### src/rtl/yj_sync_fifo_pkg.sv
// Shared definitions for the yj_sync_fifo block: default geometry, depth
// derivation, threshold range checks and the per-cycle operation decode type.
// No ports; imported by the interface, the storage array and the FIFO top.
package yj_sync_fifo_pkg;

    // Default geometry: 32-bit words, 8 entries.
    localparam int DEF_DW        = 32;
    localparam int DEF_AW        = 3;
    localparam int DEF_AFULL_TH  = 6;
    localparam int DEF_AEMPTY_TH = 1;

    // Number of storage entries for a given address width.
    function automatic int fifo_depth(input int aw);
        return 1 << aw;
    endfunction

    // almost_full threshold must lie in 1..DEPTH.
    function automatic bit afull_th_ok(input int aw, input int th);
        return (th >= 1) && (th <= fifo_depth(aw));
    endfunction

    // almost_empty threshold must lie in 0..DEPTH-1.
    function automatic bit aempty_th_ok(input int aw, input int th);
        return (th >= 0) && (th <= fifo_depth(aw) - 1);
    endfunction

    // Requests that are actually accepted this cycle.
    typedef struct packed {
        logic push;
        logic pop;
    } fifo_op_t;

endpackage

### src/rtl/yj_sync_fifo_if.sv
// Push/pop/status bundle of the single-clock FIFO.
// master = requester side (drives flush/w_en/w_data/r_en), slave = the FIFO.
// overflow/underflow exist only when YJ_FIFO_ERR_EN is defined.
interface yj_sync_fifo_if
    import yj_sync_fifo_pkg::*;
#(
    parameter int DW = DEF_DW,
    parameter int AW = DEF_AW
);
    logic          flush;
    logic          w_en;
    logic [DW-1:0] w_data;
    logic          r_en;
    logic [DW-1:0] r_data;
    logic          r_valid;
    logic          fifoFull;
    logic          fifoEmpty;
    logic          almost_full;
    logic          almost_empty;
    logic [AW:0]   level;
`ifdef YJ_FIFO_ERR_EN
    logic          overflow;
    logic          underflow;
`endif

    modport master (
`ifdef YJ_FIFO_ERR_EN
        input  overflow,
        input  underflow,
`endif
        output flush,
        output w_en,
        output w_data,
        output r_en,
        input  r_data,
        input  r_valid,
        input  fifoFull,
        input  fifoEmpty,
        input  almost_full,
        input  almost_empty,
        input  level
    );

    modport slave (
`ifdef YJ_FIFO_ERR_EN
        output overflow,
        output underflow,
`endif
        input  flush,
        input  w_en,
        input  w_data,
        input  r_en,
        output r_data,
        output r_valid,
        output fifoFull,
        output fifoEmpty,
        output almost_full,
        output almost_empty,
        output level
    );

endinterface

### src/rtl/yj_fifo_ram.sv
// DEPTH x DW register-array storage, one write port, registered read port.
// Latency: write visible the cycle after we; rdata updates one cycle after re.
// Backpressure: none here, the caller only issues legal accesses.
// Ports: CLK, RSTn (async, active low), we/waddr/wdata, re/raddr, rdata.

// Single enabled register with asynchronous active-low reset to zero.
module basic_reg_clk_p #(
    parameter int W = 32
) (
    input  logic         clk,
    input  logic         rst_n,
    input  logic         en,
    input  logic [W-1:0] d,
    output logic [W-1:0] q
);
    always_ff @(posedge clk or negedge rst_n) begin
        if (!rst_n) begin
            q <= '0;
        end else if (en) begin
            q <= d;
        end
    end
endmodule

module yj_fifo_ram
    import yj_sync_fifo_pkg::*;
#(
    parameter int DW = DEF_DW,
    parameter int AW = DEF_AW
) (
    input  logic          CLK,
    input  logic          RSTn,
    input  logic          we,
    input  logic [AW-1:0] waddr,
    input  logic [DW-1:0] wdata,
    input  logic          re,
    input  logic [AW-1:0] raddr,
    output logic [DW-1:0] rdata
);
    localparam int DEPTH = fifo_depth(AW);

    logic [DW-1:0] mem [DEPTH];

    for (genvar i = 0; i < DEPTH; i++) begin : g_ent
        basic_reg_clk_p #(.W(DW)) u_ent (
            .clk   (CLK),
            .rst_n (RSTn),
            .en    (we && (waddr == AW'(i))),
            .d     (wdata),
            .q     (mem[i])
        );
    end

    // Read data holds its last value between reads.
    always_ff @(posedge CLK or negedge RSTn) begin
        if (!RSTn) begin
            rdata <= '0;
        end else if (re) begin
            rdata <= mem[raddr];
        end
    end
endmodule

### src/rtl/yj_sync_fifo.sv
// Parametrised single-clock FIFO with level, almost-full/empty and synchronous flush.
// Latency: pushed word poppable next cycle; r_data/r_valid one cycle after accepted pop.
// Backpressure: push refused while fifoFull, pop refused while fifoEmpty, flush wins over both.
// Ports: CLK, RSTn (async, active low), bus (yj_sync_fifo_if.slave).
// Optional: define YJ_FIFO_ERR_EN for sticky overflow/underflow flags.
module yj_sync_fifo
    import yj_sync_fifo_pkg::*;
#(
    parameter int DW        = DEF_DW,
    parameter int AW        = DEF_AW,
    parameter int AFULL_TH  = DEF_AFULL_TH,
    parameter int AEMPTY_TH = DEF_AEMPTY_TH
) (
    input  logic          CLK,
    input  logic          RSTn,
    yj_sync_fifo_if.slave bus
);
    localparam logic [AW:0] AF_LVL  = (AW+1)'(AFULL_TH);
    localparam logic [AW:0] AE_LVL  = (AW+1)'(AEMPTY_TH);
    localparam logic [AW:0] PTR_INC = (AW+1)'(1);

    if (!afull_th_ok(AW, AFULL_TH)) begin : g_bad_afull_th
        $error("yj_sync_fifo: AFULL_TH out of range 1..DEPTH");
    end
    if (!aempty_th_ok(AW, AEMPTY_TH)) begin : g_bad_aempty_th
        $error("yj_sync_fifo: AEMPTY_TH out of range 0..DEPTH-1");
    end

    // Pointers carry one extra wrap bit so full and empty are distinguishable.
    logic [AW:0]   wr_ptr;
    logic [AW:0]   rd_ptr;
    logic [AW:0]   lvl;
    logic          full;
    logic          empty;
    logic          r_valid_q;
    logic [DW-1:0] ram_rdata;
    fifo_op_t      op;

    // Status comes from the registered pointers only, never from w_en/r_en.
    always_comb begin
        empty = (wr_ptr == rd_ptr);
        full  = (wr_ptr[AW] != rd_ptr[AW]) && (wr_ptr[AW-1:0] == rd_ptr[AW-1:0]);
        lvl   = wr_ptr - rd_ptr;
    end

    // Full refuses the push and empty refuses the pop, so simultaneous
    // push+pop at either extreme resolves to a single accepted operation.
    always_comb begin
        op      = '0;
        op.push = bus.w_en & ~full  & ~bus.flush;
        op.pop  = bus.r_en & ~empty & ~bus.flush;
    end

    always_ff @(posedge CLK or negedge RSTn) begin
        if (!RSTn) begin
            wr_ptr <= '0;
            rd_ptr <= '0;
        end else if (bus.flush) begin
            wr_ptr <= '0;
            rd_ptr <= '0;
        end else begin
            if (op.push) wr_ptr <= wr_ptr + PTR_INC;
            if (op.pop)  rd_ptr <= rd_ptr + PTR_INC;
        end
    end

    // One-cycle pulse per accepted pop; op.pop is already forced low by flush.
    always_ff @(posedge CLK or negedge RSTn) begin
        if (!RSTn) begin
            r_valid_q <= 1'b0;
        end else begin
            r_valid_q <= op.pop;
        end
    end

    // Storage is not cleared by flush; only the pointers move.
    yj_fifo_ram #(
        .DW (DW),
        .AW (AW)
    ) u_ram (
        .CLK   (CLK),
        .RSTn  (RSTn),
        .we    (op.push),
        .waddr (wr_ptr[AW-1:0]),
        .wdata (bus.w_data),
        .re    (op.pop),
        .raddr (rd_ptr[AW-1:0]),
        .rdata (ram_rdata)
    );

    assign bus.r_data       = ram_rdata;
    assign bus.r_valid      = r_valid_q;
    assign bus.fifoFull     = full;
    assign bus.fifoEmpty    = empty;
    assign bus.level        = lvl;
    assign bus.almost_full  = (lvl >= AF_LVL);
    assign bus.almost_empty = (lvl <= AE_LVL);

`ifdef YJ_FIFO_ERR_EN
    logic ovf_q;
    logic udf_q;

    // Sticky until flush or reset; requests during a flush cycle never count.
    always_ff @(posedge CLK or negedge RSTn) begin
        if (!RSTn) begin
            ovf_q <= 1'b0;
            udf_q <= 1'b0;
        end else if (bus.flush) begin
            ovf_q <= 1'b0;
            udf_q <= 1'b0;
        end else begin
            if (bus.w_en && full)  ovf_q <= 1'b1;
            if (bus.r_en && empty) udf_q <= 1'b1;
        end
    end

    assign bus.overflow  = ovf_q;
    assign bus.underflow = udf_q;
`endif

endmodule
### src/flat_wrapper.sv
// flat-port wrapper written by rule: the top's interface ports become plain ports
module yj_sync_fifo_flat import yj_sync_fifo_pkg::*;
#(
    parameter int DW        = DEF_DW,
    parameter int AW        = DEF_AW,
    parameter int AFULL_TH  = DEF_AFULL_TH,
    parameter int AEMPTY_TH = DEF_AEMPTY_TH
)
  (CLK, RSTn, bus_flush, bus_w_en, bus_w_data, bus_r_en, bus_r_data, bus_r_valid, bus_fifoFull, bus_fifoEmpty, bus_almost_full, bus_almost_empty, bus_level);
  yj_sync_fifo_if #(.DW(DW), .AW(AW)) bus_i ();
  input  logic CLK;
  input  logic RSTn;
  input wire logic [$bits(bus_i.flush)-1:0] bus_flush;
  input wire logic [$bits(bus_i.w_en)-1:0] bus_w_en;
  input wire logic [$bits(bus_i.w_data)-1:0] bus_w_data;
  input wire logic [$bits(bus_i.r_en)-1:0] bus_r_en;
  output wire logic [$bits(bus_i.r_data)-1:0] bus_r_data;
  output wire logic [$bits(bus_i.r_valid)-1:0] bus_r_valid;
  output wire logic [$bits(bus_i.fifoFull)-1:0] bus_fifoFull;
  output wire logic [$bits(bus_i.fifoEmpty)-1:0] bus_fifoEmpty;
  output wire logic [$bits(bus_i.almost_full)-1:0] bus_almost_full;
  output wire logic [$bits(bus_i.almost_empty)-1:0] bus_almost_empty;
  output wire logic [$bits(bus_i.level)-1:0] bus_level;
  assign bus_i.flush = bus_flush;
  assign bus_i.w_en = bus_w_en;
  assign bus_i.w_data = bus_w_data;
  assign bus_i.r_en = bus_r_en;
  assign bus_r_data = bus_i.r_data;
  assign bus_r_valid = bus_i.r_valid;
  assign bus_fifoFull = bus_i.fifoFull;
  assign bus_fifoEmpty = bus_i.fifoEmpty;
  assign bus_almost_full = bus_i.almost_full;
  assign bus_almost_empty = bus_i.almost_empty;
  assign bus_level = bus_i.level;
  yj_sync_fifo #(.DW(DW), .AW(AW), .AFULL_TH(AFULL_TH), .AEMPTY_TH(AEMPTY_TH)) u_core (.CLK(CLK), .RSTn(RSTn), .bus(bus_i));
endmodule
### config.mk
export PLATFORM = sky130hd
export DESIGN_NAME = yj_sync_fifo_flat
export DESIGN_NICKNAME = d
export VERILOG_FILES = /design/src/rtl/yj_sync_fifo_pkg.sv /design/src/rtl/yj_sync_fifo_if.sv /design/src/rtl/yj_fifo_ram.sv /design/src/rtl/yj_sync_fifo.sv /design/src/flat_wrapper.sv
export SDC_FILE = /design/constraint.sdc
export NUM_CORES = 1
export LEC_CHECK = 0
export BUFFER_PORTS_ARGS = -buffer_cell sky130_fd_sc_hd__buf_2
export CAP_MARGIN = 20
export CORE_MARGIN = 5
export CORE_UTILIZATION = 60
export DETAILED_ROUTE_END_ITERATION = 8
export PLACE_DENSITY_LB_ADDON = 0.25
export SETUP_SLACK_MARGIN = 0.5
export SLEW_MARGIN = 20
export SYNTH_ARGS = -nofsm -noshare
export SYNTH_HDL_FRONTEND = slang
export SYNTH_HIERARCHICAL = 1
export SYNTH_SLANG_ARGS = --single-unit
### constraint.sdc
create_clock -name CLK -period 3.7 [get_ports CLK]
set_input_delay 0.74 -clock CLK [delete_from_list [all_inputs] [get_ports CLK]]
set_output_delay 0.74 -clock CLK [all_outputs]
set_load 0.05 [all_outputs]
==> results of run 1 <==
==> sequential cells by signal (all words and copies together), names as in the netlist <==
register	cells
u_core/u_ram/g_ent.u_ent/q	256
u_core/u_ram/rdata	32
u_core/rd_ptr	4
u_core/wr_ptr	4
u_core/bus.r_valid	1
==> synthesized netlist by cell type (14+ instances only) <==
master	number
buf_2	14
nand3_1	34
mux2_4	242
a41o_1	32
nor2b_1	69
mux2_2	18
a22oi_1	32
dfrtp_1	297
buf_12	24
buf_6	24
a211o_1	32
mux2i_1	96
nor2_1	17
==> timing repair <==
item / CTS / global route
hold endpoints to repair: 0 / 0
gates resized for setup: 1 / 1
hold buffers: 0 / 0
endpoints found under the setup margin: 1 / 1
==> logic make-up after synthesis <==
| group | synth area share |
|---|---|
| adders and majority gates | 0.00550 |
| AOI/OAI and AO/OA | 0.0635 |
| DFF | 0.495 |
| xor gates and xnor gates | 0.00225 |
| buffers and inverters | 0.0619 |
| muxes | 0.321 |
| and+or+nand+nor | 0.0509 |
==> layout by cell type (no fill, tap or decap), drive strengths merged <==
| cell type | Yosys | layout |
|---|---|---|
| a211o | 32 | 32 |
| a211oi | 1 | 1 |
| a21boi | 2 | 2 |
| a21o | 1 | 1 |
| a21oi | 4 | 4 |
| a22o | 1 | 1 |
| a22oi | 32 | 32 |
| a41o | 32 | 32 |
| and2 | 3 | 3 |
| and3 | 1 | 1 |
| buf | 66 | 103 |
| bufinv | 0 | 4 |
| clkbuf | 10 | 49 |
| clkinv | 0 | 3 |
| clkinvlp | 0 | 2 |
| dfrtp | 297 | 297 |
| diode | 0 | 1 |
| fa | 1 | 1 |
| ha | 5 | 5 |
| inv | 7 | 8 |
| mux2 | 262 | 262 |
| mux2i | 96 | 96 |
| nand2 | 3 | 3 |
| nand2b | 4 | 4 |
| nand3 | 34 | 34 |
| nand3b | 1 | 1 |
| nand4 | 2 | 2 |
| nor2 | 17 | 17 |
| nor2b | 69 | 69 |
| nor3 | 2 | 2 |
| o2111ai | 2 | 2 |
| o211ai | 1 | 1 |
| o31ai | 2 | 2 |
| xnor2 | 2 | 2 |
| xor2 | 1 | 1 |
==> worst min-delay path by stage <==
stage          cells after the start                                          start                                            end  slack (ns)
6_report                           1                                           RSTn  u_core/u_ram/g_ent[3].u_ent/q[13]$_DFFE_PN0P_        0.24
5_1_grt                            1                                           RSTn                   u_core/bus.r_valid$_DFF_PN0_        0.29
4_1_cts                            1                                           RSTn   u_core/u_ram/g_ent[4].u_ent/q[6]$_DFFE_PN0P_        0.28
3_5_place_dp                       1  u_core/u_ram/g_ent[4].u_ent/q[26]$_DFFE_PN0P_  u_core/u_ram/g_ent[4].u_ent/q[26]$_DFFE_PN0P_        0.49
3_3_place_gp                       1  u_core/u_ram/g_ent[4].u_ent/q[31]$_DFFE_PN0P_  u_core/u_ram/g_ent[4].u_ent/q[31]$_DFFE_PN0P_        0.48
2_1_floorplan                      0                                           RSTn                   u_core/bus.r_valid$_DFF_PN0_        0.44
==> area by class of cell <==
type	count	area (sq um)	share of cell area
clock inverter	10	165	0.0100
inverter	7	26.3	0.00159
tap	324	405	0.0245
timing repair buffer	104	717	0.0434
antenna	1	2.50	0.000152
multi-input combinational	613	6730	0.408
clock buffer	48	1030	0.0622
sequential	297	7440	0.450
==> where the power goes <==
part           switching [mW]  internal [mW]
combinational            1.59           1.32
clock                    1.33           2.22
sequential              0.398           3.91
==> per-stage QoR <==
step / hold WS [ns] / setup WS [ns] / cell area (sq um) / power, mW
final: 0.243 / 0.633 / 16500 / 10.8
after floorplan: 0.444 / 0.786 / 15000 / 6.59
after CTS: 0.284 / 0.587 / 16500 / 10.9
after global placement: 0.483 / 0.795 / 15300 / 7.17
after global routing: 0.294 / 0.503 / 16500 / 11.2
after detailed placement: 0.486 / 0.730 / 15300 / 7.24
==> routing by layer <==
layer  GRT usage  up-vias
li1            -     3741
met5           0        -
met3      0.0420       50
met2       0.353      167
met4      0.0568        2
met1       0.321     4356
==> impl_metrics.csv, run 1 <==
group,metric,value,unit
synthesis,synthFlopType,"dfrtp_1",
drt,wire_per_inst,22.4,microns
global_routing,antenna_found_initial,2,
drt,dr_wl_met3,1410,microns
placement,gp_congestion,0.747,
setup_path,r2r_slack,0.69,ns
timing,tns,0,ns
setup_path,end_kind,"output port",
setup_path,path_depth,5,
die,initial_core_util,0.614,
layout,drive_gt1_frac,0.405,
pwr,peakVddDrop,533,uV
timing,setup_violations,0,
placement,numPlacedInstances,1345,
die,boundaryPins,78,
drt,drt-initial-drc-count,643,
clocking,post_cts_buffers,0,
synthesis,syn-num-nets,1036,
synthesis,synth_top_area_frac,0.495,
layout,final_cells,1404,
synthesis,ys_seq_area_frac,0.495,
setup_path,crit_family,"flip-flops",
clocking,cts_tree,"built",
run_status,status,"completed",
layout,nNetsFinal,1100,
drt,routed.top_layer,"met5",
placement,port_buffers,77,
setup_path,path_cells,"ha_1 -> a21oi_1 -> nand3_1 -> a211oi_2 -> clkbuf_4",
layout,finish.utilization,0.675,
timing,rsz0062_at_grt,"no",
setup_path,crit_arrival,2.33,ns
drt,wl_met1,14700,microns
min_path,hold_class,"in -> async",
synthesis,syn_avg_cell_area,15.1,sq um
setup_path,slowest_stage,"dfrtp_1",
setup_path,cp_max_fo,9,
global_routing,grt_pass1_wl,50900,microns
clocking,clockBufferDepth,3,
timing,max_freq,326,MHz
drt,num_vias,8316,
drt,ant_nets,0,
drt,dr_wl_met2,14700,microns
layout,fillCellCount,1693,
setup_path,cp.buffers_inverters,1,
clocking,insertion_delay,0.51,ns
setup_path,r2r_start,"u_core/wr_ptr[2]$_DFFE_PN0P_",
timing,slew_viol_final,0,
pwr,power_leakage,7.73,nW
die,die_w,168,microns
placement,post-dp-hpwl,17800,microns
timing,relSlewSlack,0.135,
clocking,cts_inserted_buffers,34,
global_routing,track_usage,0.223,
synthesis,yosys.area.top_type,"dfrtp_1",
global_routing,grt_pass1_vias,8971,
synthesis,yosysUniqueCellTypes,39,
drt,wl,31500,microns
synthesis,synthTopCellsByArea,"dfrtp_1, mux2_4, mux2i_1",
timing,skew,0.0135,ns
global_routing,grt-ovfl-total,0,
setup_path,crit_required,2.96,ns
clocking,clkSlewWorstSetupHoldPaths,0.06,ns
layout,area_growth,9.98,%
synthesis,synth_edf_count,0,
global_routing,grt_max_degree,165,
drt,drc,0,
die,die_h,168,microns
setup_path,crit_path_max_incr_delay,0.49,ns
synthesis,synth.yosys.warnings,6,
pwr,p_per_area,652,mW/mm^2
synthesis,syn_area,0.0150,sq mm
synthesis,synth-async-reset-ratio,1.00,
drt,viasPerCell,5.92,
setup_path,start_kind,"register",
setup_path,critPathLaunch,"u_core/wr_ptr[2]$_DFFE_PN0P_",
timing,final-hold-violation-count,0,
timing,finalCritPeriodShare,0.829,
setup_path,cp-endpoint,"bus_almost_empty",
job,cap_viol_max_count,0,
clocking,cts.sinks,297,
clocking,htree_levels,2,
timing,worst_slew_pin_slew,1.30,ns
setup_path,rr_worst_depth,8,
synthesis,synthCells,993,
die,die-area,0.0283,sq mm
die,num_rows,57,
drt,first_pass_iters,4,
setup_path,path_class,"reg -> out",
timing,period_needed,3.07,ns
synthesis,ys_ff_latch,297,
setup_path,r2r-end,"u_core/u_ram/g_ent[0].u_ent/q[29]$_DFFE_PN0P_",
clocking,cts-root-buf,"clkbuf_16",
die,coreArea,0.0245,sq mm
(Power assumes the default switching activity.)
==> inputs of run 2 (changes only) <==
- CORE_UTILIZATION: 60 -> 56
- clock period: 3.7 -> 2.5 ns (I/O delays scaled with it)
==> run 2 against run 1 <==
The flow now finishes with violations (setup timing). Cell count rose by 9.8%. Flip-flop and latch count is the same. Worst setup slack worse by 0.82 ns. Combinational power increased by 78%. Sequential share of layout area fell by 5.8 points. Critical path depth grew 8. Critical endpoint is now u_core/u_ram/g_ent[6].u_ent/q[17]$_DFFE_PN0P_. Largest power group unchanged.
==> impl_metrics.csv, run 2 (synthesized netlist as in run 1, its figures left out) <==
group,metric,value,unit
clocking,cts.sinks,297,
layout,largestRegisters,"u_core/u_ram/g_ent.u_ent/q x256, u_core/u_ram/rdata x32",
setup_path,crit_path_max_incr_delay,0.44,ns
layout,nNetsFinal,1220,
placement,gp_congestion,0.743,
run_status,failed_checks,"setup timing",
setup_path,crit_arrival,3.07,ns
setup_path,r2r_start,"u_core/wr_ptr[2]$_DFFE_PN0P_",
drt,viasPerCell,6.09,
setup_path,start_kind,"register",
timing,worst_slack,-0.187,ns
global_routing,grt_pass1_vias,10000,
placement,post-dp-hpwl,17700,microns
timing,max_freq,372,MHz
die,coreArea,0.0267,sq mm
setup_path,path_class,"reg -> reg",
pwr,peakVddDrop,795,uV
timing,tns,-10.16,ns
clocking,htree_levels,2,
timing,setup_violations,148,
setup_path,cp.buffers_inverters,6,
setup_path,critPathLaunch,"u_core/wr_ptr[2]$_DFFE_PN0P_",
min_path,hp-start,"bus_w_en",
timing,rsz0062_at_grt,"yes",
drt,wire_per_inst,27.1,microns
die,die-area,0.0302,sq mm
layout,drive_gt1_frac,0.493,
die,initial_core_util,0.563,
job,cap_viol_max_count,0,
clocking,insertion_delay,0.51,ns
die,num_rows,60,
layout,largest_register,"u_core/u_ram/g_ent.u_ent/q",
die,die_w,174,microns
drt,num_vias,9391,
layout,finish.utilization,0.712,
setup_path,crit_family,"buffers and inverters",
layout,final_common_cell,"dfrtp_1",
drt,drc,0,
clocking,clockBufferDepth,3,
setup_path,cp_max_fo,6,
clocking,cts_tree,"built",
drt,first_pass_iters,4,
die,die_h,174,microns
setup_path,crit_top_cell,"buf_6",
timing,final-hold-violation-count,0,
setup_path,slowest_stage,"dfrtp_2",
timing,skew,0.0176,ns
global_routing,grt-ovfl-total,0,
placement,port_buffers,77,
pwr,power_leakage,8.76,nW
run_status,status,"finished, violations left",
drt,wl,41700,microns
timing,relSlewSlack,0.566,
drt,ant_nets,0,
global_routing,grt_max_degree,83,
setup_path,path_cells,"ha_4 -> buf_6 -> and3_4 -> a21boi_2 -> and2_4 -> buf_6 -> nand2b_4 -> buf_6 -> nor2_4 -> buf_12 -> buf_6 -> buf_16 -> mux2_4",
timing,slew_viol_final,0,
drt,drt-initial-drc-count,980,
min_path,hold_class,"in -> reg",
layout,area_growth,26.3,%
die,boundaryPins,78,
timing,worst_slew_pin_slew,0.651,ns
timing,period_needed,2.69,ns
setup_path,end_kind,"register",
pwr,p_per_area,876,mW/mm^2
timing,finalCritPeriodShare,1.07,
clocking,cts_inserted_buffers,34,
layout,mostFrequentLayoutCells,"dfrtp_1, mux2_4, mux2i_1",
global_routing,antenna_found_initial,2,
clocking,clkSlewWorstSetupHoldPaths,0.06,ns
setup_path,crit_required,2.89,ns
clocking,cts-root-buf,"clkbuf_16",
global_routing,track_usage,0.265,
layout,largest_reg_flops,256,
global_routing,grt_pass1_wl,62300,microns
## run 2: cell count changes in the layout (fill, tap and decap cells not counted), moves of 5 or more
cell,before,now
inv_1,7,2
buf_8,1,12
buf_6,1,52
buf_4,17,23
mux2_2,18,0
mux2_4,242,262
nor2b_4,1,10
buf_12,9,34
buf_2,75,68
buf_16,0,28
nor2b_1,68,58
## run 2: through the flow
step | hold slack (ns) | total power [mW] | setup WS (ns) | area [sq um] | cells
after floorplan | 0.204 | 9.83 | 0.120 | 15200 | 993
after global placement | 0.359 | 10.7 | 0.0686 | 15700 | 1374
after detailed placement | 0.360 | 10.8 | 0.0239 | 15700 | 1374
after CTS | 0.321 | 16.3 | -0.122 | 18500 | 1522
after global routing | 0.337 | 17.2 | -0.228 | 19000 | 1542
final | 0.337 | 16.6 | -0.187 | 19000 | 1542
## run 2: final cells by class
cell class | instances | area, sq um
diodes | 1 | 2.50
clock buffers | 48 | 965
clock inverters | 11 | 136
fillers | 1619 | 7680
inverters | 7 | 31.3
multi-input cells | 614 | 7100
flip-flops and latches | 297 | 7440
well taps | 341 | 427
repair buffers | 223 | 2870
## run 2: path summary, 6_finish.rpt
kind / endpoint / slack [ns] / cells past startpoint
max in group asynchronous: u_core/u_ram/rdata[5]$_DFFE_PN0P_ / 1.38 / 3
worst max register to register: u_core/u_ram/g_ent[6].u_ent/q[17]$_DFFE_PN0P_ / -0.19 / 13
worst min register to register: u_core/u_ram/g_ent[4].u_ent/q[21]$_DFFE_PN0P_ / 0.50 / 1
worst max-delay path: u_core/u_ram/g_ent[6].u_ent/q[17]$_DFFE_PN0P_ / -0.19 / 13
min in group asynchronous: u_core/u_ram/g_ent[5].u_ent/q[16]$_DFFE_PN0P_ / 0.43 / 2
worst min-delay path: u_core/wr_ptr[1]$_DFFE_PN0P_ / 0.34 / 3
## run 2: metal layers
layer	track usage	vias up	wire length (microns)
met5	0	-	13
met4	0.0983	2	1480
met3	0.0438	88	2130
met2	0.427	346	19900
met1	0.366	4941	18200
li1	-	4014	-
## run 2: timing repair
| item | CTS | global route |
|---|---|---|
| setup endpoints to repair | 298 | 296 |
| gates resized for setup | 136 | 48 |
| endpoints found under the hold margin | 18 | 0 |
| cloned | 30 | 4 |
| hold buffers | 1 | 0 |
| pin swaps | 11 | 12 |
| setup buffers | 58 | 15 |
## run 2: power by group
part	switching, mW	internal [mW]	total (mW)
Sequential	0.626	5.79	6.41
Clock	2.00	3.00	5.00
Combinational	2.71	2.49	5.21
## run 2: tightest hold or removal path, stage by stage
cell	delay [ns]
buf_2	0.12
o2111ai_1	0.08
o31ai_1	0.09
